[config.mk]
export PLATFORM = sky130hd
export DESIGN_NAME = bcd_frame_conv_flat
export DESIGN_NICKNAME = d
export VERILOG_FILES = /design/src/rtl/bcd_frame_conv_if.sv /design/src/rtl/bcd_frame_conv.sv /design/src/flat_wrapper.sv
export SDC_FILE = /design/constraint.sdc
export NUM_CORES = 1
export LEC_CHECK = 0
export ABC_AREA = 1
export CELL_PAD_IN_SITES_DETAIL_PLACEMENT = 0
export CELL_PAD_IN_SITES_GLOBAL_PLACEMENT = 1
export CORE_UTILIZATION = 41
export DETAILED_ROUTE_END_ITERATION = 16
export PLACE_DENSITY_LB_ADDON = 0.2
export SYNTH_ARGS = -nofsm -noshare
export SYNTH_HDL_FRONTEND = slang
export SYNTH_SLANG_ARGS = --single-unit
[constraint.sdc]
create_clock -name clk -period 3.2 [get_ports clk]
set_input_delay 0.64 -clock clk [delete_from_list [all_inputs] [get_ports clk]]
set_output_delay 0.64 -clock clk [all_outputs]
set_load 0.01 [all_outputs]
[src/rtl/bcd_frame_conv_if.sv]
// Purpose: handshake/data bundle between a frame-rate requester and the
// shared binary-to-BCD converter.
//   start    : request a conversion (honoured only while the converter is idle)
//   blank_lz : leading-zero blanking enable, captured together with start
//   bin      : CH packed binary values, channel c at [c*N_IN +: N_IN]
//   busy     : conversion in progress
//   done     : one-cycle pulse when dec/ovf take a new frame
//   dec      : CH packed BCD words, channel c at [c*DIGITS*4 +: DIGITS*4]
//   ovf      : per-channel saturation flags
interface bcd_frame_conv_if #(
  parameter int unsigned N_IN   = 10,
  parameter int unsigned DIGITS = 3,
  parameter int unsigned CH     = 3
);
  logic                     start;
  logic                     blank_lz;
  logic [CH*N_IN-1:0]       bin;
  logic                     busy;
  logic                     done;
  logic [CH*DIGITS*4-1:0]   dec;
  logic [CH-1:0]            ovf;

  modport master (
    output start, blank_lz, bin,
    input  busy, done, dec, ovf
  );

  modport slave (
    input  start, blank_lz, bin,
    output busy, done, dec, ovf
  );
endinterface

[src/rtl/bcd_frame_conv.sv]
// Purpose: multi-channel sequential binary-to-BCD converter for the VGA text
// path. One shift-add-3 engine walks all channels of a captured snapshot,
// results collect in a shadow buffer and are published to dec/ovf in a single
// cycle so the display never sees a partially converted frame.
// Ports:
//   clk  : clock
//   RSTn : asynchronous active-low reset
//   bus  : bcd_frame_conv_if.slave (start, blank_lz, bin in; busy, done, dec, ovf out)
module bcd_frame_conv #(
  parameter int unsigned N_IN   = 10,
  parameter int unsigned DIGITS = 3,
  parameter int unsigned CH     = 3,
  parameter logic [3:0]  BLANK  = 4'hA
) (
  input  logic             clk,
  input  logic             RSTn,
  bcd_frame_conv_if.slave  bus
);

  localparam int unsigned DW = DIGITS * 4;
  localparam int unsigned BW = (N_IN > 1) ? $clog2(N_IN) : 1;
  localparam int unsigned CW = (CH > 1) ? $clog2(CH) : 1;

  localparam logic [1:0] S_IDLE  = 2'd0;
  localparam logic [1:0] S_SHIFT = 2'd1;
  localparam logic [1:0] S_STORE = 2'd2;
  localparam logic [1:0] S_DONE  = 2'd3;

  logic [1:0]         state_q, state_d;
  logic [CH*N_IN-1:0] bin_snap_q, bin_snap_d;
  logic               blank_q, blank_d;
  logic [CW-1:0]      ch_q, ch_d;
  logic [BW-1:0]      bit_q, bit_d;
  logic [DW-1:0]      bcd_q, bcd_d;
  logic [N_IN-1:0]    sh_q, sh_d;
  logic               sticky_q, sticky_d;
  logic [CH*DW-1:0]   shadow_q, shadow_d;
  logic [CH-1:0]      shadow_ovf_q, shadow_ovf_d;
  logic               busy_q, busy_d;
  logic               done_q, done_d;
  logic [CH*DW-1:0]   dec_q, dec_d;
  logic [CH-1:0]      ovf_q, ovf_d;

  logic [DW-1:0]      adj;
  logic [DW-1:0]      word;

  // Double-dabble correction: every digit >= 5 gets +3 before the shift.
  function automatic logic [DW-1:0] add3(input logic [DW-1:0] v);
    logic [DW-1:0] r;
    r = v;
    for (int d = 0; d < int'(DIGITS); d++) begin
      if (v[d*4 +: 4] >= 4'd5) r[d*4 +: 4] = v[d*4 +: 4] + 4'd3;
    end
    return r;
  endfunction

  // Replace zero digits above the units digit, scanning down from the top
  // until the first non-zero digit.
  function automatic logic [DW-1:0] blank_lead(input logic [DW-1:0] v);
    logic [DW-1:0] r;
    logic          lead;
    r    = v;
    lead = 1'b1;
    for (int d = int'(DIGITS) - 1; d >= 1; d--) begin
      if (lead && (v[d*4 +: 4] == 4'd0)) r[d*4 +: 4] = BLANK;
      else                               lead = 1'b0;
    end
    return r;
  endfunction

  // Next-state, datapath and registered-output logic
  always_comb begin
    state_d      = state_q;
    bin_snap_d   = bin_snap_q;
    blank_d      = blank_q;
    ch_d         = ch_q;
    bit_d        = bit_q;
    bcd_d        = bcd_q;
    sh_d         = sh_q;
    sticky_d     = sticky_q;
    shadow_d     = shadow_q;
    shadow_ovf_d = shadow_ovf_q;
    dec_d        = dec_q;
    ovf_d        = ovf_q;
    done_d       = 1'b0;
    adj          = add3(bcd_q);
    word         = '0;

    case (state_q)
      S_IDLE: begin
        if (bus.start) begin
          bin_snap_d = bus.bin;
          blank_d    = bus.blank_lz;
          ch_d       = '0;
          bit_d      = '0;
          bcd_d      = '0;
          sticky_d   = 1'b0;
          sh_d       = bus.bin[N_IN-1:0];
          state_d    = S_SHIFT;
        end
      end

      S_SHIFT: begin
        // A 1 leaving the top digit means the value needs more digits.
        sticky_d = sticky_q | adj[DW-1];
        bcd_d    = {adj[DW-2:0], sh_q[N_IN-1]};
        sh_d     = sh_q << 1;
        if (bit_q == BW'(N_IN - 1)) state_d = S_STORE;
        else                        bit_d   = BW'(bit_q + 1'b1);
      end

      S_STORE: begin
        if (sticky_q)     word = {DIGITS{4'h9}};
        else if (blank_q) word = blank_lead(bcd_q);
        else              word = bcd_q;
        shadow_d[int'(ch_q)*DW +: DW] = word;
        shadow_ovf_d[ch_q]            = sticky_q;
        if (ch_q == CW'(CH - 1)) begin
          state_d = S_DONE;
        end else begin
          ch_d     = CW'(ch_q + 1'b1);
          bit_d    = '0;
          bcd_d    = '0;
          sticky_d = 1'b0;
          sh_d     = bin_snap_q[int'(ch_d)*N_IN +: N_IN];
          state_d  = S_SHIFT;
        end
      end

      S_DONE: state_d = S_IDLE;

      default: state_d = S_IDLE;
    endcase

    // Outputs follow the next state so they are valid in the same cycle as it.
    busy_d = (state_d != S_IDLE);
    if (state_d == S_DONE) begin
      done_d = 1'b1;
      dec_d  = shadow_d;
      ovf_d  = shadow_ovf_d;
    end
  end

  // State and output registers
  always_ff @(posedge clk or negedge RSTn) begin
    if (!RSTn) begin
      state_q      <= S_IDLE;
      bin_snap_q   <= '0;
      blank_q      <= 1'b0;
      ch_q         <= '0;
      bit_q        <= '0;
      bcd_q        <= '0;
      sh_q         <= '0;
      sticky_q     <= 1'b0;
      shadow_q     <= '0;
      shadow_ovf_q <= '0;
      busy_q       <= 1'b0;
      done_q       <= 1'b0;
      dec_q        <= '0;
      ovf_q        <= '0;
    end else begin
      state_q      <= state_d;
      bin_snap_q   <= bin_snap_d;
      blank_q      <= blank_d;
      ch_q         <= ch_d;
      bit_q        <= bit_d;
      bcd_q        <= bcd_d;
      sh_q         <= sh_d;
      sticky_q     <= sticky_d;
      shadow_q     <= shadow_d;
      shadow_ovf_q <= shadow_ovf_d;
      busy_q       <= busy_d;
      done_q       <= done_d;
      dec_q        <= dec_d;
      ovf_q        <= ovf_d;
    end
  end

  assign bus.busy = busy_q;
  assign bus.done = done_q;
  assign bus.dec  = dec_q;
  assign bus.ovf  = ovf_q;

endmodule

[src/flat_wrapper.sv]
// flat-port wrapper written by rule: the top's interface ports become plain ports
module bcd_frame_conv_flat 
#(
  parameter int unsigned N_IN   = 10,
  parameter int unsigned DIGITS = 3,
  parameter int unsigned CH     = 3,
  parameter logic [3:0]  BLANK  = 4'hA
)
  (clk, RSTn, bus_start, bus_blank_lz, bus_bin, bus_busy, bus_done, bus_dec, bus_ovf);
  bcd_frame_conv_if #(.N_IN(N_IN), .DIGITS(DIGITS), .CH(CH)) bus_i ();
  input  logic clk;
  input  logic RSTn;
  input wire logic [$bits(bus_i.start)-1:0] bus_start;
  input wire logic [$bits(bus_i.blank_lz)-1:0] bus_blank_lz;
  input wire logic [$bits(bus_i.bin)-1:0] bus_bin;
  output wire logic [$bits(bus_i.busy)-1:0] bus_busy;
  output wire logic [$bits(bus_i.done)-1:0] bus_done;
  output wire logic [$bits(bus_i.dec)-1:0] bus_dec;
  output wire logic [$bits(bus_i.ovf)-1:0] bus_ovf;
  assign bus_i.start = bus_start;
  assign bus_i.blank_lz = bus_blank_lz;
  assign bus_i.bin = bus_bin;
  assign bus_busy = bus_i.busy;
  assign bus_done = bus_i.done;
  assign bus_dec = bus_i.dec;
  assign bus_ovf = bus_i.ovf;
  bcd_frame_conv #(.N_IN(N_IN), .DIGITS(DIGITS), .CH(CH), .BLANK(BLANK)) u_core (.clk(clk), .RSTn(RSTn), .bus(bus_i));
endmodule
==> reports/qor.yml, run 1 <==
route.met2.wl_um: 8180
drtIter0Drc: 272
ys_ff_latch: 142
clk_latency_ps: 420
dieArea_um2: 16900
slew_headroom_pct: 49.1
synth_area_um2: 6720
clockBufferDepth: 2
grt_pass1_wl_um: 28700
cts_buffers: 17
met3WireLength_um: 744
io_pins: 75
crit_path_start_kind: "flop"
drtAntennaViolNets: 0
drv_slew: 0
num_antenna_cells: 0
reg2regPathDepth: 9
drv_cap: 0
crit_family: "simple AND/OR/NAND/NOR gates"
cts.sinks: 142
path_cells: "inv_1 > ha_1 > nand2_1 > nand2_4 > inv_2 > nor2_1 > a22o_1 > nand2_1 > nand2_1"
tightest_slew_ps: 762
clk_pin_slew_worst_paths_ps: 60
cp_data_arrival_time_ps: 2920
cpMostUsedCell: "nand2_1"
hpwlAfterDp_um: 12200
cts-root-buf: "clkbuf_16"
setup_tns_ps: 0
avgSynthCellArea_um2: 8.64
fin_crit_ps: 2560
htree_levels: 4
finalCritPeriodShare_pct: 80.1
ctsHoldBuffers: 0
clock_skew_ps: 9.46
ys_warn_count: 0
finalSetupViolations: 0
firstDrtPassIters: 4
rsz0062_at_grt: "no"
required_ps: 3560
wl_met1_um: 7750
stdcell_area_um2: 8320
ys_async_sr_fraction_pct: 100
post-cts-setup-buffers: 0
overflow: 0
max_freq_ghz: 0.390
cts_tree: "done"
grt_max_degree: 65
synth_edf_count: 0
port_buffers: 74
synthCells: 778
remaining_drc_errors: 0
rrSetupSlack_ps: 640
post_cts_resize_count: 0
hp-class: "in2async"
die_h_um: 130
max_stage_delay_ps: 440
die_w_um: 130
nets: 902
synth_flop_cell: "dfrtp_1"
antenna_found_initial: 0
status: "completed"
layout-drive-gt1-share_pct: 8.48
syn_nets: 831
path_max_fanout: 14
synth_cell_types: 42
num_rows: 46
path_buf_inv: 2
finalHoldViolations: 0
vias: 5549
wire_per_inst_um: 15.9
place_congestion: 0.860
place_area_um2: 7660
avgViaCountPerCell: 5.15
track_usage_pct: 22.4
reg2reg_from: "u_core.ch_q[0]$_DFFE_PN0P_"
leakage_nw: 3.98
cp_num_cells: 9
peakVddDrop_mv: 0.425
cp-end-kind: "flop"
r2r-end: "u_core.bus.dec[22]$_DFFE_PN0P_"
dp_cells: 1046
ys_seq_area_share_pct: 52.9
grt_pass1_vias: 5655
core-area_um2: 15900
worstSetupPathType: "reg2reg"
areaGrowthSynthToFinish_pct: 23.8
crit_slowest_cell: "ha_1"
power_density_nw_per_um2: 973
highest_layer: "met4"
totalWireLength_um: 17100
finalNonFillerCells: 1077
start_util_pct: 42.2
## how the worst max path moves through the flow
stage / slack, ps / start / endpoint
after floorplan: 890 / u_core.ch_q[0]$_DFFE_PN0P_ / u_core.bus.dec[2]$_DFFE_PN0P_
after global placement: 710 / bus_start / u_core.bcd_q[9]$_DFFE_PN0P_
after detailed placement: 620 / u_core.ch_q[0]$_DFFE_PN0P_ / u_core.bus.dec[22]$_DFFE_PN0P_
after CTS: 610 / u_core.ch_q[0]$_DFFE_PN0P_ / u_core.bus.dec[22]$_DFFE_PN0P_
after global routing: 360 / u_core.ch_q[0]$_DFFE_PN0P_ / u_core.bus.dec[21]$_DFFE_PN0P_
final: 640 / u_core.ch_q[0]$_DFFE_PN0P_ / u_core.bus.dec[22]$_DFFE_PN0P_
## report_power, final
part / total [W] / internal [W] / leakage (nW) / switching, W
logic: 0.00321 / 0.00118 / 1.91 / 0.00203
clock network: 0.00219 / 0.00144 / 0.319 / 0.000750
registers: 0.00269 / 0.00243 / 1.76 / 0.000264
## flip-flops by register name, indices dropped and copies added, names as in the netlist
signal,flops
u_core.shadow_q,36
u_core.bus.dec,36
u_core.state_q,2
u_core.sticky_q,1
u_core.bus.ovf,3
u_core.shadow_ovf_q,3
u_core.bus.busy,1
u_core.ch_q,2
u_core.blank_q,1
u_core.bcd_q,12
u_core.bit_q,4
u_core.bus.done,1
u_core.bin_snap_q,30
u_core.sh_q,10
## worst register-to-register path, stage by stage (launching register included)
cell	delay [ps]
dfrtp_1	370
inv_1	300
ha_1	440
nand2_1	410
nand2_4	260
inv_2	130
nor2_1	250
a22o_1	200
nand2_1	60
nand2_1	90
## routing by layer
| layer | global-route usage, % | up-vias |
|---|---|---|
| met3 | 4.31 | 27 |
| met2 | 36.4 | 158 |
| met1 | 29.3 | 2661 |
| li1 | - | 2703 |
| met4 | 9.44 | 0 |
| met5 | 0 | - |
## layout make-up
cell class	instances	area [um2]
clock buffers	21	470
clock inverters	10	185
fillers	1518	7630
inverters	74	278
multi-input cells	527	2710
flip-flops and latches	142	3550
well taps	216	270
repair buffers	87	852
## synthesized netlist by cell type, types with 3 or more instances
| library cell | number | area share, % |
|---|---|---|
| nand2_1 | 221 | 12 |
| dfrtp_1 | 142 | 53 |
| inv_1 | 67 | 3.7 |
| o21ai_0 | 63 | 4.7 |
| nor2_1 | 56 | 3.1 |
| a21oi_1 | 51 | 3.8 |
| nand3_1 | 29 | 2.2 |
| ha_1 | 19 | 3.5 |
| clkbuf_1 | 14 | 0.78 |
| a31oi_1 | 13 | 1.2 |
| mux2_2 | 11 | 1.8 |
| o22ai_1 | 11 | 1.0 |
| buf_2 | 10 | 0.74 |
| a221oi_1 | 9 | 1.2 |
| buf_4 | 8 | 0.89 |
| nor3_1 | 6 | 0.45 |
| inv_2 | 4 | 0.22 |
| nand4_1 | 4 | 0.37 |
| xor2_1 | 4 | 0.52 |
| clkinv_1 | 3 | 0.17 |
| nand2_2 | 3 | 0.28 |
| nor2_4 | 3 | 0.50 |
| o211ai_1 | 3 | 0.34 |
| o31ai_1 | 3 | 0.34 |
## through the flow
stage / utilization (%) / power, W / setup WS [ps] / hold WS, ps
after floorplan: - / 0.00488 / 886 / 344
after global routing: 52.2 / 0.00871 / 362 / 254
after detailed placement: 48.1 / 0.00596 / 623 / 453
after CTS: 52.2 / 0.00818 / 612 / 232
final: 52.2 / 0.00810 / 637 / 203
after global placement: 48.1 / 0.00589 / 711 / 454
## cell families after synthesis
logic type	count (synthesis)	share of synthesized area [%]
AOI/OAI and AO/OA	164	14.2
and+or+nand+nor	328	20.1
buffers and inverters	109	6.83
muxes	12	1.99
adders and majority gates	19	3.54
DFF	142	52.9
xor gates and xnor gates	4	0.521
## placed cells by master (no fill, tap or decap), drive strengths merged
master	count
inv	71
xor2	4
nand3	29
clkdlybuf4s50	73
buf	14
nand2	225
a221oi	9
or2	2
a32o	1
nor3	8
a21oi	51
a32oi	1
nor4	1
bufinv	5
o41ai	1
o31ai	3
mux2i	1
o211ai	3
a31oi	13
clkbuf	21
mux2	11
a211oi	1
a22oi	2
a21boi	1
o22ai	11
o2111ai	1
ha	19
nor2	59
dfrtp	142
a22o	1
clkinv	7
o32ai	1
o21ai	64
clkinvlp	1
nand4	4
(Power assumes the default switching activity.)
==> inputs of run 2 (changes only) <==
==> constraint.sdc (replaced) <==
create_clock -name clk -period 2.38 [get_ports clk]
set_input_delay 0.476 -clock clk [delete_from_list [all_inputs] [get_ports clk]]
set_output_delay 0.476 -clock clk [all_outputs]
set_load 0.01 [all_outputs]
==> reports/qor.yml, run 2 (synthesis gave the netlist of run 1 again) <==
seqPwrFrac_pct: 33.8
die_h_um: 130
power.switching_w: 0.00419
ctsHoldBuffers: 0
worstSetupPathType: "reg2reg"
wire_per_inst_um: 15.7
leakage_nw: 4.05
fin_ws_ps: 185
cts.sinks: 142
rsz0062_at_grt: "no"
mostFrequentLayoutCells: "221 x nand2_1, 142 x dfrtp_1, 73 x clkdlybuf4s50_1"
stdcell_area_um2: 8420
clock_skew_ps: 8.51
p_int_w: 0.00655
postLayoutCoreUtil_pct: 52.8
drv_cap: 0
status: "completed"
nets: 923
peakVddDrop_mv: 0.599
htree_levels: 4
p_sw_share_pct: 39.0
combPwrFrac_pct: 43.1
reg2reg_from: "u_core.ch_q[0]$_DFFE_PN0P_"
cp_data_arrival_time_ps: 2490
setup_tns_ps: 0
drtAntennaViolNets: 0
hpwlAfterDp_um: 12300
layout-drive-gt1-share_pct: 10.9
fin_crit_ps: 2200
io_pins: 75
start_util_pct: 42.2
r2r-end: "u_core.sh_q[5]$_DFFE_PN0P_"
vias: 5615
overflow: 0
mostFrequentLayoutCell: "nand2_1"
clk_pin_slew_worst_paths_ps: 60
remaining_drc_errors: 0
finalCritPeriodShare_pct: 92.2
firstDrtPassIters: 5
hp-class: "in2async"
cts-root-buf: "clkbuf_16"
num_antenna_cells: 0
cts_tree: "done"
antenna_found_initial: 0
cp-end-kind: "flop"
max_freq_ghz: 0.456
port_buffers: 74
reg2regPathDepth: 11
dieArea_um2: 16900
power.share.clock_pct: 23.1
grt_pass1_wl_um: 28400
num_rows: 46
tightest_slew_ps: 577
clockBufferDepth: 2
pre_cts_ws_ps: 144
drtIter0Drc: 301
drv_slew: 0
path_max_fanout: 22
totalWireLength_um: 17200
crit_path_start_kind: "flop"
die_w_um: 130
core-area_um2: 15900
place_area_um2: 7800
grt_pass1_vias: 5553
clk_latency_ps: 420
crit_start: "u_core.ch_q[0]$_DFFE_PN0P_"
grt_max_degree: 60
required_ps: 2670
finalSetupViolations: 0
rrSetupSlack_ps: 180
cts_buffers: 17
track_usage_pct: 22.0
areaGrowthSynthToFinish_pct: 25.3
finalHoldViolations: 0
place_congestion: 0.883
avgViaCountPerCell: 5.11
power_density_nw_per_um2: 1280
slew_headroom_pct: 61.5
-- run 2: cell count changes in the layout (fill, tap and decap cells not counted), moves of 2 or more --
cell / delta
buf_4: +16
clkinvlp_4: +2
bufinv_16: -4
clkinv_2: +4
buf_12: +3
-- run 2: worst max-delay path by stage --
stage	end	cells after the start	slack [ps]
after floorplan	u_core.bus.dec[2]$_DFFE_PN0P_	13	70
after global placement	u_core.bus.dec[34]$_DFFE_PN0P_	9	140
after global routing	u_core.sh_q[9]$_DFFE_PN0P_	11	3
after detailed placement	u_core.bus.dec[34]$_DFFE_PN0P_	10	140
final	u_core.sh_q[5]$_DFFE_PN0P_	11	180
after CTS	u_core.bus.dec[34]$_DFFE_PN0P_	10	120
-- run 2: final cells by class --
cell class / count / area, um2
flip-flops and latches: 142 / 3550
inverters: 74 / 282
multi-input cells: 527 / 2710
clock buffers: 21 / 460
repair buffers: 108 / 1050
clock inverters: 11 / 92.6
fillers: 1485 / 7520
well taps: 216 / 270
-- run 2: timing repair --
item / 4_1_cts / 5_1_grt
gates resized for setup: 0 / 4
buffers inserted: 0 / 7
endpoints found under the setup margin: 0 / 26
-- run 2: routing by layer --
metal | part of all wire, % | GRT usage [%] | vias up
met5 | 0 | 0 | -
met1 | 46 | 29.3 | 2706
met2 | 48 | 35.3 | 142
met3 | 3.7 | 4.18 | 28
met4 | 2.5 | 9.10 | 0
li1 | - | - | 2739
-- run 2: through the flow --
stage / power, W / instances / hold WS, ps
2_1_floorplan: 0.00657 / 778 / 180
3_3_place_gp: 0.00805 / 1060 / 456
3_5_place_dp: 0.00818 / 1060 / 460
4_1_cts: 0.0107 / 1092 / 65.1
5_1_grt: 0.0116 / 1099 / 79.5
6_report: 0.0107 / 1099 / 44.3
-- run 2: power groups by stage --
stage | combinational (W) | clock [W] | sequential (W)
CTS | 0.00453 | 0.00253 | 0.00363
global placement | 0.00441 | 0 | 0.00364
global route | 0.00520 | 0.00264 | 0.00373
finish | 0.00463 | 0.00248 | 0.00363
detailed placement | 0.00451 | 0 | 0.00367
floorplan | 0.00289 | 0 | 0.00368
-- run 2: critical path, cell delays in order (launching register included) --
cell	delay, ps
dfrtp_1	340
inv_1	90
buf_4	230
ha_1	230
nand2_2	70
buf_4	150
nand2_1	120
nor2_4	180
clkinvlp_4	140
clkbuf_4	200
a221oi_1	230
a21oi_1	100
